### config.mk
export PLATFORM = sky130hd
export DESIGN_NAME = ram_burst_reader
export DESIGN_NICKNAME = d
export VERILOG_FILES = /design/src/rtl/ram_burst_reader_pkg.sv /design/src/rtl/ram_burst_reader_stream_skid_fifo.sv /design/src/rtl/ram_burst_reader.sv
export SDC_FILE = /design/constraint.sdc
export NUM_CORES = 1
export LEC_CHECK = 0
export ABC_AREA = 1
export BUFFER_PORTS_ARGS = -buffer_cell sky130_fd_sc_hd__buf_2
export CELL_PAD_IN_SITES_DETAIL_PLACEMENT = 2
export CELL_PAD_IN_SITES_GLOBAL_PLACEMENT = 2
export CORE_MARGIN = 1
export CORE_UTILIZATION = 33
export CTS_BUF_LIST = sky130_fd_sc_hd__clkbuf_8
export CTS_CLUSTER_DIAMETER = 40
export DETAILED_ROUTE_END_ITERATION = 10
export PLACE_DENSITY = 0.93
export SLEW_MARGIN = 30
export SYNTH_ARGS = -nofsm -noshare
export SYNTH_HDL_FRONTEND = slang
export SYNTH_SLANG_ARGS = --single-unit
### constraint.sdc
create_clock -name Clock -period 3.2 [get_ports Clock]
set_clock_uncertainty 0.15 [all_clocks]
set_input_delay 0.64 -clock Clock [delete_from_list [all_inputs] [get_ports Clock]]
set_output_delay 0.64 -clock Clock [all_outputs]
set_load 0.01 [all_outputs]
### src/rtl/ram_burst_reader_pkg.sv
// ram_burst_reader_pkg
//  Shared definitions for the RAM burst reader slice.
//  - state_t      : burst reader FSM state encoding
//  - FIFO_DEPTH   : number of entries in the output skid FIFO
//  - FIFO_CNT_W   : width of the FIFO occupancy count (0..FIFO_DEPTH)
package ram_burst_reader_pkg;

    typedef enum logic [1:0] {
        ST_IDLE   = 2'd0,
        ST_READ   = 2'd1,
        ST_DRAIN  = 2'd2,
        ST_FINISH = 2'd3
    } state_t;

    localparam int FIFO_DEPTH = 2;
    localparam int FIFO_CNT_W = 2;

endpackage : ram_burst_reader_pkg

### src/rtl/ram_burst_reader_stream_skid_fifo.sv
// stream_skid_fifo
//  Two-entry FIFO that buffers RAM read data in front of the stream output.
//  A push and a pop in the same cycle are allowed even when full.
//  Ports:
//   Clock, Reset   clock and synchronous active-high reset
//   iPush, iData   write request and write data
//   iPop           read request (ignored when empty)
//   oData          head entry (stable until popped)
//   oFull, oEmpty  occupancy flags
//   oCount         number of stored entries
module stream_skid_fifo
    import ram_burst_reader_pkg::*;
#(
    parameter int DATA_WIDTH = 16
) (
    input  logic                  Clock,
    input  logic                  Reset,
    input  logic                  iPush,
    input  logic [DATA_WIDTH-1:0] iData,
    input  logic                  iPop,
    output logic [DATA_WIDTH-1:0] oData,
    output logic                  oFull,
    output logic                  oEmpty,
    output logic [FIFO_CNT_W-1:0] oCount
);

    localparam logic [FIFO_CNT_W-1:0] FULL_CNT = FIFO_CNT_W'(FIFO_DEPTH);

    logic [DATA_WIDTH-1:0] mem_r [FIFO_DEPTH];
    logic                  wr_ptr_r;
    logic                  rd_ptr_r;
    logic [FIFO_CNT_W-1:0] count_r;
    logic                  do_push_s;
    logic                  do_pop_s;

    // Qualify push/pop: pop needs data, push needs room unless a pop frees a slot.
    always_comb begin
        do_pop_s  = iPop & (count_r != {FIFO_CNT_W{1'b0}});
        do_push_s = iPush & ((count_r != FULL_CNT) | do_pop_s);
    end

    // Storage, pointers and occupancy count.
    always_ff @(posedge Clock) begin
        if (Reset) begin
            for (int i = 0; i < FIFO_DEPTH; i++) begin
                mem_r[i] <= {DATA_WIDTH{1'b0}};
            end
            wr_ptr_r <= 1'b0;
            rd_ptr_r <= 1'b0;
            count_r  <= {FIFO_CNT_W{1'b0}};
        end else begin
            if (do_push_s) begin
                mem_r[wr_ptr_r] <= iData;
                wr_ptr_r        <= ~wr_ptr_r;
            end
            if (do_pop_s) begin
                rd_ptr_r <= ~rd_ptr_r;
            end
            case ({do_push_s, do_pop_s})
                2'b10:   count_r <= count_r + FIFO_CNT_W'(1);
                2'b01:   count_r <= count_r - FIFO_CNT_W'(1);
                default: count_r <= count_r;
            endcase
        end
    end

    assign oData  = mem_r[rd_ptr_r];
    assign oFull  = (count_r == FULL_CNT);
    assign oEmpty = (count_r == {FIFO_CNT_W{1'b0}});
    assign oCount = count_r;

endmodule : stream_skid_fifo

### src/rtl/ram_burst_reader.sv
// ram_burst_reader
//  Reads iLength consecutive words starting at iBaseAddr from a RAM with a
//  registered (1-cycle latency) read port and streams them out over a
//  valid/ready handshake at up to one word per cycle.
//  Ports:
//   Clock, Reset             clock and synchronous active-high reset
//   iStart, iBaseAddr,       burst request, captured only while idle
//   iLength                  (iLength == 0 is an empty burst)
//   oReadAddress, iRamData   RAM read address / data returned one cycle later
//   oData, oValid, iReady    output stream
//   oBusy, oDone             burst in progress / one-cycle completion pulse
module ram_burst_reader
    import ram_burst_reader_pkg::*;
#(
    parameter int DATA_WIDTH = 16,
    parameter int ADDR_WIDTH = 8
) (
    input  logic                  Clock,
    input  logic                  Reset,
    input  logic                  iStart,
    input  logic [ADDR_WIDTH-1:0] iBaseAddr,
    input  logic [ADDR_WIDTH-1:0] iLength,
    output logic [ADDR_WIDTH-1:0] oReadAddress,
    input  logic [DATA_WIDTH-1:0] iRamData,
    output logic [DATA_WIDTH-1:0] oData,
    output logic                  oValid,
    input  logic                  iReady,
    output logic                  oBusy,
    output logic                  oDone
);

    localparam logic [FIFO_CNT_W:0] CREDIT_LIMIT = (FIFO_CNT_W + 1)'(FIFO_DEPTH);

    state_t                state_r;
    logic [ADDR_WIDTH-1:0] addr_r;
    logic [ADDR_WIDTH-1:0] remaining_r;
    logic                  inflight_r;
    logic                  busy_r;
    logic                  done_r;

    logic                  fifo_full_s;
    logic                  fifo_empty_s;
    logic [FIFO_CNT_W-1:0] fifo_count_s;
    logic [DATA_WIDTH-1:0] fifo_data_s;
    logic [FIFO_CNT_W:0]   occupancy_s;
    logic                  transfer_s;
    logic                  issue_s;
    logic                  last_issue_s;
    logic                  last_xfer_s;

    // Credit logic: buffered words plus the read in flight must never exceed
    // the FIFO depth, counting a word leaving this cycle as freed space.
    always_comb begin
        transfer_s  = ~fifo_empty_s & iReady;
        occupancy_s = {1'b0, fifo_count_s} + {{FIFO_CNT_W{1'b0}}, inflight_r};
        if (state_r == ST_READ) begin
            if (occupancy_s < CREDIT_LIMIT) begin
                issue_s = 1'b1;
            end else if ((occupancy_s == CREDIT_LIMIT) && transfer_s && !(fifo_full_s && inflight_r)) begin
                issue_s = 1'b1;
            end else begin
                issue_s = 1'b0;
            end
        end else begin
            issue_s = 1'b0;
        end
        last_issue_s = issue_s & (remaining_r == ADDR_WIDTH'(1));
        // Final word leaves when it is the only one left and nothing is in flight.
        last_xfer_s  = transfer_s & (fifo_count_s == FIFO_CNT_W'(1)) & ~inflight_r;
    end

    // Burst FSM with address, remaining count, in-flight flag and status outputs.
    always_ff @(posedge Clock) begin
        if (Reset) begin
            state_r     <= ST_IDLE;
            addr_r      <= {ADDR_WIDTH{1'b0}};
            remaining_r <= {ADDR_WIDTH{1'b0}};
            inflight_r  <= 1'b0;
            busy_r      <= 1'b0;
            done_r      <= 1'b0;
        end else begin
            inflight_r <= issue_s;
            case (state_r)
                ST_IDLE: begin
                    if (iStart) begin
                        addr_r      <= iBaseAddr;
                        remaining_r <= iLength;
                        busy_r      <= 1'b1;
                        if (iLength == {ADDR_WIDTH{1'b0}}) begin
                            state_r <= ST_FINISH;
                            done_r  <= 1'b1;
                        end else begin
                            state_r <= ST_READ;
                            done_r  <= 1'b0;
                        end
                    end else begin
                        busy_r <= 1'b0;
                        done_r <= 1'b0;
                    end
                end
                ST_READ: begin
                    busy_r <= 1'b1;
                    done_r <= 1'b0;
                    if (issue_s) begin
                        remaining_r <= remaining_r - ADDR_WIDTH'(1);
                        // Keep the last issued address on the bus once the burst is fully issued.
                        if (last_issue_s) begin
                            state_r <= ST_DRAIN;
                        end else begin
                            addr_r <= addr_r + ADDR_WIDTH'(1);
                        end
                    end
                end
                ST_DRAIN: begin
                    busy_r <= 1'b1;
                    if (last_xfer_s) begin
                        state_r <= ST_FINISH;
                        done_r  <= 1'b1;
                    end else begin
                        done_r <= 1'b0;
                    end
                end
                ST_FINISH: begin
                    state_r <= ST_IDLE;
                    busy_r  <= 1'b0;
                    done_r  <= 1'b0;
                end
                default: begin
                    state_r <= ST_IDLE;
                    busy_r  <= 1'b0;
                    done_r  <= 1'b0;
                end
            endcase
        end
    end

    stream_skid_fifo #(
        .DATA_WIDTH(DATA_WIDTH)
    ) u_fifo (
        .Clock  (Clock),
        .Reset  (Reset),
        .iPush  (inflight_r),
        .iData  (iRamData),
        .iPop   (transfer_s),
        .oData  (fifo_data_s),
        .oFull  (fifo_full_s),
        .oEmpty (fifo_empty_s),
        .oCount (fifo_count_s)
    );

    assign oReadAddress = addr_r;
    assign oData        = fifo_data_s;
    assign oValid       = ~fifo_empty_s;
    assign oBusy        = busy_r;
    assign oDone        = done_r;

endmodule : ram_burst_reader

==> run_results.csv, run 1 <==
group,metric,value,unit
clocking,post_cts_buffers,0,
critical_path,crit_path_end_kind,"output port",
placement,placedInstanceArea,3540,sq um
die,initial_core_util,0.340,
routing,drc,0,
sta,finalSetupViolCount,0,
sta,rsz0062_at_grt,"false",
power_and_ir_drop,peakVddDrop,0.000265,V
final_layout,layout-drive-gt1-share,0.246,
clocking,numCtsBuffers,9,
routing,postRouteAntennaNets,0,
power_and_ir_drop,cellPowerDensity,861,nW/um^2
grt,antenna_found_initial,0,
sta,min_period_over_period,0.786,
final_layout,final_nets,492,
synthesis,synthArstFlopShare,0,
routing,wl_per_cell,16.6,um
die,die_height,99.3,um
final_layout,area_delta_synth_final,21.4,%
placement,gp_congestion,0.764,
synthesis,avgSynthCellArea,8.29,sq um
clocking,cts_sinks,58,
critical_path,crit_type,"flip-flop to output port",
clocking,post_cts_resized,0,
sta,hold_viol_final,0,
synthesis,synth_ff_type,"edfxtp_1",
sta,period_needed,2.52,ns
routing,firstDrtPassIters,4,
critical_path,cp-endpoint,"oData[2]",
sta,worst_slew_pin_slew,0.769,ns
die,fp-row-count,35,
final_layout,design_area,3790,sq um
synthesis,synth_top_area_share,0.307,
critical_path,crit-reg2reg-launch,"u_fifo.oCount[1]",
grt,grt.total_usage,0.202,
sta,max-slew-margin-rel,0.486,
clocking,cts_root_buf,"clkbuf_8",
synthesis,ys_ff_latch,58,
clocking,path_clk_slew,0.07,ns
synthesis,synth.distinct_cells,29,
clocking,clk-insertion-delay-late,0.35,ns
critical_path,start_kind,"flip-flop",
die,core_area,9200,sq um
sta,postLayoutSetupSlackWorst,0.683,ns
run_status,outcome,"finished clean",
synthesis,synth_common_cells,"nor2_1 (76), nand2_1 (73), inv_1 (50)",
routing,num_vias,2710,
min_path,min_path_type,"flip-flop to flip-flop",
sta,fmax,0.397,GHz
die,die_w,99.3,um
clocking,h-tree-depth,3,
clocking,holdBufCountCts,0,
synthesis,syn_area,3130,sq um
die,io_pins,63,
synthesis,synth_top_area_cell,"edfxtp_1",
grt,grt_pass1_wl,15.1,mm
routing,highest_layer,"met4",
critical_path,cp.arrival,1.73,ns
clocking,cts_tree,"built",
run,cap_violations,0,
placement,place_ws,0.698,ns
synthesis,syn_inst,377,
synthesis,synth-seq-area-share,0.474,
synthesis,netlist_top_cells_area,"edfxtp_1 (31%), dfxtp_1 (17%), nor2_1 (9.1%), nand2_1 (8.8%), inv_1 (6.0%)",
sta,drv_slew,0,
placement,port_buffers,62,
final_layout,postLayoutCoreUtil,0.413,
grt,grt_pass1_vias,3056,
synthesis,synthMostInstantiatedCell,"nor2_1",
routing,drt-vias-per-instance,4.86,
routing,met3_wirelength,266,um
routing,drt_wl_total,9.24,mm
die,dieArea,9860,sq um
final_layout,antennaDiodeCount,0,
clocking,cts_buffer_depth,2,
critical_path,r2r-end,"u_fifo.mem_r[0][1]",
synthesis,synth_edf_count,32,
synthesis,synth_fp_nets,427,
critical_path,cp_max_fo,16,
placement,dp.final_hpwl,6.80,mm
routing,met1Wirelength,4.04,mm
critical_path,rrSetupSlack,0.73,ns
power_and_ir_drop,p_leak,1.85,nW
critical_path,cp.required,2.41,ns
sta,tns,0,ns
synthesis,yosys_warnings,0,
grt,grt_overflow,0,
grt,grt_max_degree,21,
routing,wl_met2,4.83,mm
critical_path,reg2reg_depth,9,
routing,dr.first_iter.drc_count,47,
[through the flow]
step	total power, mW	instances	hold WS, ns
final	3.27	558	0.372
after global routing	3.51	558	0.407
after CTS	3.32	558	0.375
after detailed placement	2.41	542	0.347
after global placement	2.31	542	0.330
after floorplan	2.01	377	0.309
[where the power goes]
part           internal [mW]  switching, mW
combinational          0.471          0.828
clock                  0.524          0.344
sequential             0.945          0.155
[kinds of logic after synthesis]
family          share of synthesized area
xor+xnor                           0.0112
simple gates                        0.265
fa+ha+maj                          0.0560
buf+inv                            0.0805
mux                                0.0576
flops                               0.474
compound gates                     0.0560
[final cells by class]
cell class,count,area (sq um)
Inverter,51,191
Clock buffer,9,124
Timing Repair Buffer,66,340
Fill cell,1061,5400
Clock inverter,7,125
Tap cell,111,139
Multi-Input combinational cell,256,1390
Sequential cell,58,1480
[per-layer routing]
metal | vias up | GRT usage
li1 | 1331 | -
met1 | 1312 | 0.228
met2 | 57 | 0.385
met4 | 0 | 0.0656
met5 | - | 0
met3 | 10 | 0.0330
[sequential cells by signal, indices dropped and copies added (netlist names), named ones only]
signal / cells
inflight_r: 1
oBusy: 1
oDone: 1
oReadAddress: 8
remaining_r: 8
state_r: 2
u_fifo.mem_r: 32
u_fifo.oCount: 2
u_fifo.rd_ptr_r: 1
u_fifo.wr_ptr_r: 1
[placed cells by master, fill, tap and decap left out, drive strengths merged]
| cell type | synthesis | layout |
|---|---|---|
| buf | 7 | 66 |
| nand4 | 2 | 2 |
| dfxtp | 26 | 26 |
| ha | 14 | 14 |
| edfxtp | 32 | 32 |
| nand2 | 77 | 77 |
| bufinv | 0 | 3 |
| nor2 | 80 | 80 |
| o21bai | 1 | 1 |
| a21boi | 1 | 1 |
| clkinv | 0 | 3 |
| clkbuf | 5 | 9 |
| nand3 | 27 | 27 |
| nand3b | 1 | 1 |
| mux2 | 16 | 16 |
| xnor2 | 1 | 1 |
| xor2 | 3 | 3 |
| or2 | 1 | 1 |
| a21oi | 14 | 14 |
| inv | 51 | 52 |
| o21ai | 18 | 18 |
[critical path, stage by stage (launching register included)]
cell     delay [ns]
dfxtp_1        0.81
mux2_2         0.43
buf_2          0.14
[worst min-delay path by stage]
stage	from	end	slack (ns)	depth (start not counted)
after floorplan	remaining_r[7]	remaining_r[7]	0.31	2
after global placement	remaining_r[7]	remaining_r[7]	0.33	2
after detailed placement	remaining_r[7]	remaining_r[7]	0.35	2
after CTS	remaining_r[1]	remaining_r[1]	0.37	2
after global routing	u_fifo.rd_ptr_r	u_fifo.rd_ptr_r	0.41	2
final	remaining_r[1]	remaining_r[1]	0.37	2
Power figures use the tool's default switching activity.
==> run 2, diff against run 1 <==
--- a/config.mk
+++ b/config.mk
@@ -5,16 +5,16 @@
 export SDC_FILE = /design/constraint.sdc
 export NUM_CORES = 1
 export LEC_CHECK = 0
-export ABC_AREA = 1
+export ABC_AREA = 0
 export BUFFER_PORTS_ARGS = -buffer_cell sky130_fd_sc_hd__buf_2
 export CELL_PAD_IN_SITES_DETAIL_PLACEMENT = 2
 export CELL_PAD_IN_SITES_GLOBAL_PLACEMENT = 2
 export CORE_MARGIN = 1
-export CORE_UTILIZATION = 33
+export CORE_UTILIZATION = 36
 export CTS_BUF_LIST = sky130_fd_sc_hd__clkbuf_8
 export CTS_CLUSTER_DIAMETER = 40
 export DETAILED_ROUTE_END_ITERATION = 10
-export PLACE_DENSITY = 0.93
+export PLACE_DENSITY = 0.94
 export SLEW_MARGIN = 30
 export SYNTH_ARGS = -nofsm -noshare
 export SYNTH_HDL_FRONTEND = slang
==> constraint.sdc (replaced) <==
create_clock -name Clock -period 2.49 [get_ports Clock]
set_clock_uncertainty 0.15 [all_clocks]
set_input_delay 0.498 -clock Clock [delete_from_list [all_inputs] [get_ports Clock]]
set_output_delay 0.498 -clock Clock [all_outputs]
set_load 0.01 [all_outputs]
==> run 2 against run 1 <==
Against the previous run:
- critical path depth up 6
- largest cell class is now multi-input gates
- non-clock buffer count increased by 4
- combinational power rose by 33%
- wire length barely moved
- die area fell by 9.4%
- worst setup slack worse by 0.53 ns
- first-iteration DRC count rose by 34%
- sequential power grew 29%
- hold slack lost 0.074 ns
- final area is 0.66% lower
==> run_results.csv, run 2 <==
group,metric,value,unit
synthesis,netlist_top_cells_area,"edfxtp_1 (31%), dfxtp_1 (17%), and2_1 (6.7%), mux2_2 (6.2%), ha_1 (5.7%)",
synthesis,syn_inst,289,
sta,hold_viol_final,0,
synthesis,synth_edf_count,32,
critical_path,cp.required,2.63,ns
placement,gp_congestion,0.764,
die,die_height,94.5,um
power_and_ir_drop,comb_power_share,0.422,
clocking,path_clk_slew,0.07,ns
clocking,cts_root_buf,"clkbuf_8",
grt,use_met2,0.396,
critical_path,cp.arrival,2.47,ns
critical_path,path_common_cell,"ha_1",
synthesis,yosys_warnings,0,
critical_path,cp_max_fo,7,
power_and_ir_drop,p_int,2.51,mW
routing,drt-vias-per-instance,5.32,
final_layout,largest_reg_flops,32,
placement,dp.final_hpwl,6.36,mm
clocking,cts_buffer_depth,2,
grt,grt_use_met1,0.230,
run_status,outcome,"finished clean",
die,dieArea,8940,sq um
routing,dr.first_iter.drc_count,63,
final_layout,n_fill_cell,900,
critical_path,start_kind,"flip-flop",
synthesis,synth_top_area_cell,"edfxtp_1",
sta,finalSetupViolCount,0,
synthesis,synth_fp_nets,339,
routing,firstDrtPassIters,4,
synthesis,synth.distinct_cells,53,
final_layout,top_register,"u_fifo.mem_r",
min_path,min_path_type,"primary input to flip-flop",
sta,fmax,0.428,GHz
final_layout,area_delta_synth_final,22.2,%
synthesis,synth_common_cells,"and2_1 (33), edfxtp_1 (32), dfxtp_1 (26)",
critical_path,crit_path_cell_trace,"ha_1 -> inv_1 -> ha_1 -> a21boi_2 -> a21oi_4 -> o211ai_4 -> a2111oi_1 -> a31o_2",
placement,port_buffers,62,
clocking,h-tree-depth,3,
routing,wl_per_cell,19.8,um
routing,postRouteAntennaNets,0,
run,cap_violations,0,
grt,antenna_found_initial,0,
die,initial_core_util,0.373,
synthesis,synth-seq-area-share,0.481,
clocking,cts_tree,"built",
critical_path,critPathMaxStageDelay,0.43,ns
power_and_ir_drop,p_leak,1.54,nW
critical_path,crit_path_end_kind,"flip-flop",
power_and_ir_drop,cellPowerDensity,1090,nW/um^2
sta,period_needed,2.33,ns
synthesis,synth_top_area_share,0.312,
synthesis,synthMostInstantiatedCell,"and2_1",
grt,grt_overflow,0,
die,core_area,8260,sq um
power_and_ir_drop,power_frac_clock,0.231,
power_and_ir_drop,p_sw,1.59,mW
critical_path,cp_slowest_cell,"dfxtp_1",
grt,grt_max_degree,28,
power_and_ir_drop,total_power,4.11,mW
critical_path,crit_family,"compound AO/OA/AOI/OAI gates",
clocking,numCtsBuffers,9,
grt,gr-max-usage-layer,"met2",
final_layout,layout_common_cells,"buf_2 (62), and2_1 (33), edfxtp_1 (32)",
routing,num_vias,2483,
clocking,holdBufCountCts,0,
routing,drc,0,
critical_path,crit_type,"flip-flop to flip-flop",
synthesis,syn_area,3080,sq um
final_layout,final_nets,407,
final_layout,layout-drive-gt1-share,0.331,
clocking,cts_sinks,58,
power_and_ir_drop,peakVddDrop,0.000376,V
die,die_w,94.5,um
clocking,clk-insertion-delay-late,0.34,ns
synthesis,avgSynthCellArea,10.7,sq um
sta,rsz0062_at_grt,"false",
final_layout,antennaDiodeCount,0,
final_layout,final_common_cell,"buf_2",
grt,grt.total_usage,0.207,
synthesis,synth_ff_type,"edfxtp_1",
power_and_ir_drop,sequentialPowerShare,0.347,
grt,grt_pass1_vias,2742,
sta,max-slew-margin-rel,0.537,
grt,grt_pass1_wl,13.8,mm
die,io_pins,63,
die,fp-row-count,33,
synthesis,ys_ff_latch,58,
sta,tns,0,ns
critical_path,cp_num_buf_inv,1,
grt,use_met3,0.0435,
sta,drv_slew,0,
synthesis,synthArstFlopShare,0,
sta,worst_slew_pin_slew,0.688,ns
final_layout,multi_input_area,1510,sq um
routing,drt_wl_total,9.24,mm
power_and_ir_drop,switching_share,0.388,
final_layout,ff_latch_area,1480,sq um
sta,min_period_over_period,0.937,
-- run 2: logic make-up (layout without fill, tap and decap cells) --
kind of cell | after synthesis | in the layout | share of synthesized area
adders and majority gates | 14 | 14 | 0.0568
muxes | 22 | 22 | 0.0783
xor gates and xnor gates | 5 | 5 | 0.0142
buffers and inverters | 28 | 101 | 0.0373
and+or+nand+nor | 102 | 102 | 0.196
DFF | 58 | 58 | 0.481
AOI/OAI and AO/OA | 60 | 60 | 0.136
-- run 2: layout make-up --
type | count | area share
repair buffers | 70 | 0.102
flip-flops and latches | 58 | 0.393
clock buffers | 9 | 0.0329
inverters | 15 | 0.0149
multi-input cells | 203 | 0.400
clock inverters | 7 | 0.0226
well taps | 105 | 0.0349
-- run 2: what timing repair did --
| action | CTS | global route |
|---|---|---|
| setup endpoints to repair | 4 | 13 |
| pin swaps | 0 | 1 |
| setup buffers | 0 | 1 |
| gates resized for setup | 1 | 5 |
-- run 2: final timing paths --
kind / slack (ns) / cells past startpoint / start / to
max: 0.16 / 8 / inflight_r / oReadAddress[6]
min: 0.30 / 2 / iRamData[5] / u_fifo.mem_r[0][5]
max reg2reg: 0.16 / 8 / inflight_r / oReadAddress[6]
min reg2reg: 0.35 / 2 / remaining_r[7] / remaining_r[7]
-- run 2: worst reg2reg max path, stage by stage (launching register included) --
cell and delay [ns]:
dfxtp_1 0.43, ha_1 0.22, inv_1 0.06, ha_1 0.26, a21boi_2 0.18, a21oi_4 0.22, o211ai_4 0.16, a2111oi_1 0.40
a31o_2 0.20
-- run 2: per-stage QoR --
step / utilization / cell area, sq um / hold WS, ns / worst slack, ns / instances
after floorplan: - / 3080 / 0.314 / 0.162 / 289
after global placement: 0.426 / 3520 / 0.324 / 0.172 / 450
after detailed placement: 0.426 / 3520 / 0.344 / 0.0187 / 450
after CTS: 0.451 / 3730 / 0.284 / 0.0140 / 466
after global routing: 0.456 / 3770 / 0.289 / 0.000866 / 467
final: 0.456 / 3770 / 0.298 / 0.156 / 467
-- run 2: metal layers --
| layer | vias up | share of wire |
|---|---|---|
| met5 | - | 0 |
| met4 | 0 | 0.012 |
| met3 | 13 | 0.038 |
| met2 | 60 | 0.54 |
| met1 | 1240 | 0.41 |
| li1 | 1170 | - |
-- run 2: power groups by stage --
stage	Clock (mW)	Sequential [mW]	Combinational (mW)
finish	0.951	1.42	1.73
global route	1.02	1.45	1.89
CTS	0.964	1.42	1.69
detailed placement	0	1.43	1.66
global placement	0	1.41	1.56
floorplan	0	1.40	1.16
